`src/rtl/sal_cmd_sched.sv`:
```
// ---------------------------------------------------------------------------
// sal_cmd_sched
//   Round-robin command scheduler between the per-bank controllers and the
//   shared DFI command bus. Each cycle at most one bank command (ACT, RD, WR,
//   PRE) is granted. Inter-bank tRRD (ACT->ACT) and tCCD (CAS->CAS) timers
//   gate eligibility. The winner is driven onto registered DFI outputs one
//   cycle after the grant.
//
// Ports
//   clk, rst_n      clock, asynchronous active-low reset
//   req_valid_i     per-bank request valid
//   req_cmd_i       per-bank 3-bit command (1 ACT, 2 RD, 3 WR, 4 PRE)
//   req_addr_i      per-bank row/column address
//   gnt_o           one-hot grant, combinational, request consumed this cycle
//   t_rrd_i         tRRD in clocks (quasi-static)
//   t_ccd_i         tCCD in clocks (quasi-static)
//   dfi_*_o         registered DFI command, bank and address
// ---------------------------------------------------------------------------
module sal_cmd_sched #(
    parameter int BK_CNT = 4,
    parameter int BA_W   = 2,
    parameter int ADDR_W = 14,
    parameter int TW     = 4
) (
    input  logic                     clk,
    input  logic                     rst_n,
    input  logic [BK_CNT-1:0]        req_valid_i,
    input  logic [BK_CNT*3-1:0]      req_cmd_i,
    input  logic [BK_CNT*ADDR_W-1:0] req_addr_i,
    output logic [BK_CNT-1:0]        gnt_o,
    input  logic [TW-1:0]            t_rrd_i,
    input  logic [TW-1:0]            t_ccd_i,
    output logic                     dfi_cs_n_o,
    output logic                     dfi_ras_n_o,
    output logic                     dfi_cas_n_o,
    output logic                     dfi_we_n_o,
    output logic [BA_W-1:0]          dfi_bank_o,
    output logic [ADDR_W-1:0]        dfi_address_o
);

    localparam logic [2:0] CMD_ACT = 3'd1;
    localparam logic [2:0] CMD_RD  = 3'd2;
    localparam logic [2:0] CMD_WR  = 3'd3;
    localparam logic [2:0] CMD_PRE = 3'd4;

    logic [BA_W-1:0]   rr_ptr;
    logic [TW-1:0]     rrd_cnt;
    logic [TW-1:0]     ccd_cnt;

    logic [2:0]        cmd_b  [BK_CNT];
    logic [ADDR_W-1:0] addr_b [BK_CNT];
    logic [BK_CNT-1:0] elig;

    logic              found;
    logic              grant;
    logic [BA_W-1:0]   winner;
    logic [BA_W-1:0]   idx;
    logic [2:0]        win_cmd;
    logic [3:0]        win_enc;
    logic              rrd_load;
    logic              ccd_load;

    // Split the flat request buses per bank and work out which banks may go.
    // Illegal command codes match none of the terms and are never eligible.
    for (genvar i = 0; i < BK_CNT; i++) begin : g_bank
        assign cmd_b[i]  = req_cmd_i[i*3 +: 3];
        assign addr_b[i] = req_addr_i[i*ADDR_W +: ADDR_W];
        assign elig[i]   = req_valid_i[i] &&
                           (((cmd_b[i] == CMD_ACT) && (rrd_cnt == '0)) ||
                            (((cmd_b[i] == CMD_RD) || (cmd_b[i] == CMD_WR)) && (ccd_cnt == '0)) ||
                            (cmd_b[i] == CMD_PRE));
    end

    // Scan starting at rr_ptr; the BA_W-bit add wraps because BK_CNT is a
    // power of two. Blocked banks are simply skipped.
    always_comb begin
        found  = 1'b0;
        winner = '0;
        idx    = '0;
        for (int k = 0; k < BK_CNT; k++) begin
            idx = rr_ptr + BA_W'(k);
            if (!found && elig[idx]) begin
                found  = 1'b1;
                winner = idx;
            end
        end
    end

    // Requests held across reset must not be granted while reset is active.
    assign grant   = found && rst_n;
    assign win_cmd = cmd_b[winner];
    assign gnt_o   = grant ? (BK_CNT'(1) << winner) : '0;

    assign rrd_load = grant && (win_cmd == CMD_ACT);
    assign ccd_load = grant && ((win_cmd == CMD_RD) || (win_cmd == CMD_WR));

    // {cs_n, ras_n, cas_n, we_n} of the winning command.
    always_comb begin
        win_enc = 4'b1111;
        case (win_cmd)
            CMD_ACT: win_enc = 4'b0011;
            CMD_RD:  win_enc = 4'b0101;
            CMD_WR:  win_enc = 4'b0100;
            CMD_PRE: win_enc = 4'b0010;
            default: win_enc = 4'b1111;
        endcase
    end

    // Round-robin pointer moves past the winner only when something is issued.
    always_ff @(posedge clk or negedge rst_n) begin
        if (!rst_n) begin
            rr_ptr <= '0;
        end else if (grant) begin
            rr_ptr <= winner + BA_W'(1);
        end
    end

    // Loading with t-1 makes the next same-class command legal exactly t
    // cycles later; a zero setting means back-to-back is allowed.
    always_ff @(posedge clk or negedge rst_n) begin
        if (!rst_n) begin
            rrd_cnt <= '0;
            ccd_cnt <= '0;
        end else begin
            if (rrd_load) begin
                rrd_cnt <= (t_rrd_i == '0) ? '0 : t_rrd_i - TW'(1);
            end else if (rrd_cnt != '0) begin
                rrd_cnt <= rrd_cnt - TW'(1);
            end
            if (ccd_load) begin
                ccd_cnt <= (t_ccd_i == '0) ? '0 : t_ccd_i - TW'(1);
            end else if (ccd_cnt != '0) begin
                ccd_cnt <= ccd_cnt - TW'(1);
            end
        end
    end

    // Registered DFI command; bank/address hold during NOP cycles.
    always_ff @(posedge clk or negedge rst_n) begin
        if (!rst_n) begin
            dfi_cs_n_o    <= 1'b1;
            dfi_ras_n_o   <= 1'b1;
            dfi_cas_n_o   <= 1'b1;
            dfi_we_n_o    <= 1'b1;
            dfi_bank_o    <= '0;
            dfi_address_o <= '0;
        end else if (grant) begin
            {dfi_cs_n_o, dfi_ras_n_o, dfi_cas_n_o, dfi_we_n_o} <= win_enc;
            dfi_bank_o    <= winner;
            dfi_address_o <= addr_b[winner];
        end else begin
            {dfi_cs_n_o, dfi_ras_n_o, dfi_cas_n_o, dfi_we_n_o} <= 4'b1111;
        end
    end

endmodule

```
`config.mk`:
```
export PLATFORM = sky130hd
export DESIGN_NAME = sal_cmd_sched
export DESIGN_NICKNAME = d
export VERILOG_FILES = /design/src/rtl/sal_cmd_sched.sv
export SDC_FILE = /design/constraint.sdc
export NUM_CORES = 1
export LEC_CHECK = 0
export CAP_MARGIN = 20
export CORE_MARGIN = 5
export CORE_UTILIZATION = 46
export CTS_BUF_LIST = sky130_fd_sc_hd__clkbuf_8
export DETAILED_ROUTE_END_ITERATION = 8
export PLACE_DENSITY_LB_ADDON = 0.1
export SLEW_MARGIN = 10
export SYNTH_ARGS = -nofsm -noshare
export SYNTH_HDL_FRONTEND = slang
export SYNTH_SLANG_ARGS = --single-unit
```
`constraint.sdc`:
```
create_clock -name clk -period 6 [get_ports clk]
set_clock_uncertainty 0.1 [all_clocks]
set_input_delay 1.2 -clock clk [delete_from_list [all_inputs] [get_ports clk]]
set_output_delay 1.2 -clock clk [all_outputs]
set_load 0.05 [all_outputs]
```
# Yosys cells after proc, flatten, opt, wreduce, memory -nomap -nowiden

Index checks and enable logic that the tools add are counted.

Add/sub/neg operators: 8
Multipliers: 0
Div/mod/pow operators: 0
Magnitude comparators: 5
Eq/ne operators: 20
Shift operators: 1
Multiplexer cells: 34
Bitwise gates (word level): 1
Reduce and logical (&&, ||, !) cells: 42

Operators by type and width:

| kind                                                                  | number |
|---|---|
| 3-bit by 2-bit == test with 1-bit output (second input constant)      | 10 |
| 14-bit binary-select mux with 2-bit select                            | 1 |
| 14-bit two-way mux                                                    | 2 |
| 4-bit two-way mux                                                     | 7 |
| 1-bit logical AND                                                     | 18 |
| 4-bit zero test                                                       | 4 |
| 4-bit case mux with 4 select lines                                    | 1 |
| 4-bit by 1-bit subtractor with 4-bit output (second input constant)   | 4 |
| 3-bit by 1-bit == test with 1-bit output (second input constant)      | 5 |
| 3-bit == test (second input constant)                                 | 5 |
| 1-bit logical OR                                                      | 13 |
| 2-bit by 3-bit < comparator with 1-bit output (second input constant) | 4 |
| 1-bit two-way mux                                                     | 12 |
| 1-bit binary-select mux with 2-bit select                             | 4 |
| 2-bit two-way mux                                                     | 4 |
| 4-bit nonzero test                                                    | 2 |
| 3-bit binary-select mux with 2-bit select                             | 1 |
| 3-bit two-way mux                                                     | 2 |
| 2-bit by 1-bit adder with 2-bit output (second input constant)        | 2 |
| 2-bit adder (second input constant)                                   | 2 |
| 2-bit nonzero test                                                    | 2 |
| 1-bit by 2-bit << shifter with 4-bit output (first input constant)    | 1 |
| 3-bit >= comparator (second input constant)                           | 1 |
| 1-bit zero test                                                       | 3 |
| 2-bit inverter with 3-bit output                                      | 1 |

Bits in registers: 30
Bits in latches: 0
RAM bits: 0
ROM bits: 0
Bits of input ports: 82
Output and inout bits: 24
Word-level logic and storage cells: 120
Memories: 0

# Logic depth before layout (Yosys ltp)

Word-level depth: 26
Depth in mapped cells: 15
Gate-level depth less buffers: 12

# Least setup slack after synthesis

No wires, ideal clock.

Kind: input port to output port
Start point: input req_cmd_i[2]
End point: output gnt_o[2]
Arrival: 3181 ps
Data required time: 4700 ps
Setup slack: 1519 ps
Stages on the path: 11
Buffers on the path: 2
Cells stage by stage: nor4b_1 -> o21ai_0 -> nor3b_1 -> o21ai_0 -> o31a_1 -> and2_4 -> buf_6 -> inv_1 -> clkbuf_1 -> ha_1 -> and2_1

Cells in the longest elaborated chain, start to end: 20
Elaborated cells between the ends (all ways): 35
Those cells by class: eq/ne (4); shift (1); mux (17); reduce/logical (13)

RTL lines:

| what                                            | line | RTL |
|---|---|---|
| start, declared                                 | 28   | `input logic [BK_CNT*3-1:0] req_cmd_i,` |
| 3-bit by 2-bit == test with 1-bit output        | 70   | `(((cmd_b[i] == CMD_RD) \|\| (cmd_b[i] == CMD_WR)) && (ccd_cnt == '0)) \|\|` |
| 1-bit logical OR                                | 70   |  |
| 1-bit logical AND                               | 70   |  |
| 1-bit logical OR                                | 69   | `(((cmd_b[i] == CMD_ACT) && (rrd_cnt == '0)) \|\|` |
| 1-bit logical OR (*)                            | 70   |  |
| 1-bit logical AND (*)                           | 68   | `assign elig[i] = req_valid_i[i] &&` |
| 1-bit binary-select mux with 2-bit select       | 82   | `if (!found && elig[idx]) begin` |
| 1-bit two-way mux (not written as such)         | 82   |  |
| [... 5 more ...]                                | n/a  |  |
| 1-bit logical AND                               | 82   |  |
| 1-bit two-way mux                               | 82   |  |
| 1-bit zero test                                 | 82   |  |
| 1-bit logical AND                               | 82   |  |
| 2-bit two-way mux (*)                           | 82   |  |
| named net winner[0]                             | 56   | `logic [BA_W-1:0] winner;` |
| 1-bit by 2-bit << shifter with 4-bit output (*) | 92   | `assign gnt_o = grant ? (BK_CNT'(1) << winner) : '0;` |
| 4-bit two-way mux (*)                           | 92   |  |
| end, declared                                   | 30   | `output logic [BK_CNT-1:0] gnt_o,` |

Mark *: on every way through the listed nets, which the timed path passes. The rest lies on a longest branch. The select of a mux whose other input is x is not followed.

# Worst setup path after layout

Start point: input req_cmd_i[5]
End point: output gnt_o[1]

Cells in the longest elaborated chain, start to end: 20
Elaborated cells between the ends (all ways): 35
Those cells by class: eq/ne (4); shift (1); mux (17); reduce/logical (13)

RTL lines:

| what                                                                                    | line |
|---|---|
| 3-bit by 2-bit == test with 1-bit output                                                | 70 |
| 1-bit logical OR                                                                        | 70 |
| 1-bit logical AND                                                                       | 70 |
| 1-bit logical OR                                                                        | 69 |
| 1-bit logical OR (*)                                                                    | 70 |
| 1-bit logical AND (*)                                                                   | 68 |
| 1-bit binary-select mux with 2-bit select                                               | 82 |
| 1-bit two-way mux (not written as such)                                                 | 82 |
| [... 4 more ...]                                                                        | n/a |
| 1-bit zero test                                                                         | 82 |
| 1-bit logical AND                                                                       | 82 |
| 1-bit two-way mux                                                                       | 82 |
| 1-bit zero test                                                                         | 82 |
| 1-bit logical AND                                                                       | 82 |
| 2-bit two-way mux / 1-bit two-way mux (equally long branches)                           | 82 |
| 1-bit by 2-bit << shifter with 4-bit output / 1-bit logical AND (equally long branches) | 92, 90 |
| 4-bit two-way mux (*)                                                                   | 92 |

Every way passes the cells marked *; elsewhere a longest branch is shown, timed or not. The select of a mux whose other input is x is not followed.

==> impl_metrics.tcl <==
set metrics [dict create \
    unrepaired_setup_endpoints_after_global_routing "no" \
    cts_max_level 2 \
    postSynthAreaPerCell_sq_um 8.92 \
    cell_internal_pwr_mw 0.674 \
    path_class "in2out" \
    dpl_cell_area_sq_mm 0.00328 \
    port_buffers 105 \
    drv.max_cap_violation_count 0 \
    worst_hold_path.num_cells 2 \
    status "finished clean" \
    post-cts-setup-buffers 0 \
    synthFlopType "dfrtp_1" \
    tritoncts "built" \
    grt_pass1_wl_um 9990 \
    p_per_area_mw_per_mm2 341 \
    wirelength_um 6060 \
    fillers 376 \
    ant_nets 0 \
    post-dp-hpwl_um 4880 \
    detailroute.via_count 2162 \
    clock.fmax_mhz 186 \
    effective_utilization_at_floorplan 0.469 \
    min_path_type "reg2reg" \
    whs_endpoint "dfi_address_o[2]" \
    rows 25 \
    stdcell_count 405 \
    critPathRequiredTime_ps 4700 \
    number_of_buffers_created_by_cts 5 \
    cts-root-to-sink-buffers 2 \
    r2r.worst_path.cells 12 \
    synth-edff-count 0 \
    crit_path_end_kind "primary output" \
    ys_async_sr_fraction 1.00 \
    setup_viol 0 \
    finalInstanceArea_sq_mm 0.00339 \
    grtUsageMet3 0.0488 \
    dieArea_sq_mm 0.00627 \
    die_width_um 79.2 \
    relative_max_transition_margin 0.631 \
    r2r_end "rrd_cnt[0]" \
    syn2layout_area_growth_pct 53.9 \
    pin_count_of_the_biggest_net_entering_global_routing 34 \
    drive_above_1_share 0.128 \
    routability_congestion_estimate_from_global_placement 0.795 \
    crit_path_max_fanout 8 \
    hold_viol_final 0 \
    r2r_start "ccd_cnt[0]" \
    yosys_warnings 0 \
    total_routing_resource_utilization_after_global_routing 0.201 \
    hold_buffers 0 \
    post_placement_setup_slack_ps 647 \
    power.share.switching 0.417 \
    route.detailed.vias_per_inst 5.34 \
    hold_path.startpoint "dfi_address_o[2]" \
    met1_usage 0.237 \
    total_leakage_power_nw 1.41 \
    power.share.clock 0.163 \
    slew_viol_final 0 \
    post-route-worst-setup-slack_ps 618 \
    dieHeight_um 79.2 \
    clock_latency_ps 280 \
    clock-sinks 30 \
    postSynthNetCount 336 \
    grt_remaining_overflow 0 \
    grt_pass1_vias 2153 \
    firstDrtPassIters 4 \
    core_sq_mm 0.00469 \
    syn_inst 247 \
    grt_most_used_layer "met2" \
    finalCritPeriodShare 0.897 \
    routed_wire_length_per_instance_um 15.0 \
    power.switching_mw 0.482 \
    synth.cell_area_sq_mm 0.00220 \
    setup-tns-final_ps 0 \
    number_of_antenna_violations_at_the_first_check_in_global_routing 0 \
    ys_seq_area_frac 0.343 \
    place.detailed.instances 397 \
    post-route-util 0.722 \
    final.min_clock_period_ps 5380 \
    transition_at_the_pin_with_the_smallest_max_transition_slack_ps 552 \
    nature_of_the_critical_path_startpoint "input pin" \
    insertedDiodeCount 0 \
    ctsRootBufferMaster "clkbuf_8" \
    drtIter0Drc 56 \
    final_net_count 439 \
    drt_drc_violations_left 0 \
    clkTransAtPathRegs_ps 60 \
    groute.layer.met2.usage 0.360 \
    seq_power_share 0.285 \
    pwr-share-comb 0.552 \
    synth_seq_cells 30 \
    vdd_drop_max_mv 0.206 \
    cts_resized 0 \
    ys_types 45 \
    critical_path_arrival_ps 4080 \
    setup.reg_to_reg.worst_slack_ps 1810 \
    io_pins 106 \
]
## area by class of cell
class / count / area [sq um] / area share
flip-flops and latches: 30 / 756 / 0.223
well taps: 54 / 67.6 / 0.0199
clock buffers: 8 / 110 / 0.0325
multi-input cells: 195 / 1350 / 0.397
repair buffers: 109 / 1080 / 0.318
inverters: 9 / 33.8 / 0.00997
## state kept, by name, summed over array words and instances (netlist names)
name           count
rrd_cnt            4
dfi_ras_n_o        1
dfi_bank_o         2
ccd_cnt            4
rr_ptr             2
dfi_address_o     14
dfi_cs_n_o         1
dfi_cas_n_o        1
dfi_we_n_o         1
## layout by cell type (no fill, tap or decap), drive strengths merged, types with 2 or more instances in the layout
| cell | n |
|---|---|
| clkdlybuf4s50 | 103 |
| o21ai | 40 |
| nand2 | 39 |
| dfrtp | 26 |
| mux2i | 23 |
| mux2 | 18 |
| nor2 | 9 |
| inv | 8 |
| clkbuf | 8 |
| nor3b | 7 |
| ha | 7 |
| nor3 | 7 |
| a21oi | 6 |
| buf | 6 |
| and2 | 6 |
| nor2b | 5 |
| dfstp | 4 |
| xnor2 | 3 |
| o311ai | 3 |
| o31a | 2 |
| or3 | 2 |
| o31ai | 2 |
| or3b | 2 |
| or4b | 2 |
## metrics by stage
stage | total power [mW] | hold slack [ps]
floorplan | 0.767 | 400
global placement | 0.961 | 362
detailed placement | 0.976 | 370
CTS | 1.17 | 384
global route | 1.24 | 410
finish | 1.16 | 379
## worst max-delay path by stage
stage / cells past startpoint / from / to
2_1_floorplan: 11 / req_cmd_i[2] / gnt_o[2]
3_3_place_gp: 9 / req_cmd_i[5] / gnt_o[1]
3_5_place_dp: 9 / req_cmd_i[5] / gnt_o[1]
4_1_cts: 9 / req_cmd_i[5] / gnt_o[1]
5_1_grt: 9 / req_cmd_i[5] / gnt_o[1]
6_report: 9 / req_cmd_i[5] / gnt_o[1]
## synth_stat cells (2+ instances only)
master / number / share of area
buf_6: 2 / 0.010
mux2_2: 16 / 0.082
o31a_1: 2 / 0.0080
nor3_1: 6 / 0.014
or3_1: 2 / 0.0057
a21oi_1: 6 / 0.014
mux2_4: 2 / 0.014
o311ai_1: 2 / 0.0080
dfstp_2: 4 / 0.048
o21ai_0: 38 / 0.086
xnor2_1: 3 / 0.012
dfrtp_1: 26 / 0.30
clkbuf_1: 8 / 0.014
nand2_1: 39 / 0.066
o31ai_1: 2 / 0.0068
ha_1: 7 / 0.040
nor3b_1: 7 / 0.024
mux2i_1: 23 / 0.10
nor2_1: 9 / 0.015
buf_2: 3 / 0.0068
inv_1: 8 / 0.014
nor2b_1: 5 / 0.014
and2_1: 5 / 0.014
## cells by family (layout without fill, tap and decap cells)
family	Yosys count	in the layout	synth area share
AND/OR/NAND/NOR	83	83	0.194
AO/OA/AOI/OAI	60	60	0.161
adder cells (fa/ha/maj)	7	7	0.0398
flip-flops	30	30	0.343
XOR/XNOR	4	4	0.0159
multiplexers	41	41	0.200
buffers and inverters	22	126	0.0460
## critical path: stages
cell and delay, ps:
clkdlybuf4s50_1 480, nor2b_1 180, o311ai_0 470, a2bb2oi_1 210
o211a_1 380, inv_1 140, ha_1 190, and2_1 130
clkdlybuf4s50_1 700
## metal layers
metal	up-vias	share of wire
met2	63	0.52
met1	1004	0.39
li1	1086	-
met3	9	0.074
met4	0	0.014
met5	-	0
## power by group through the flow
stage	logic, mW	registers, mW	clock network (mW)
global route	0.700	0.341	0.201
detailed placement	0.642	0.334	0
global placement	0.631	0.331	0
finish	0.638	0.329	0.189
floorplan	0.294	0.474	0
CTS	0.645	0.330	0.193
Note: power is estimated with default switching activity, not from simulation.
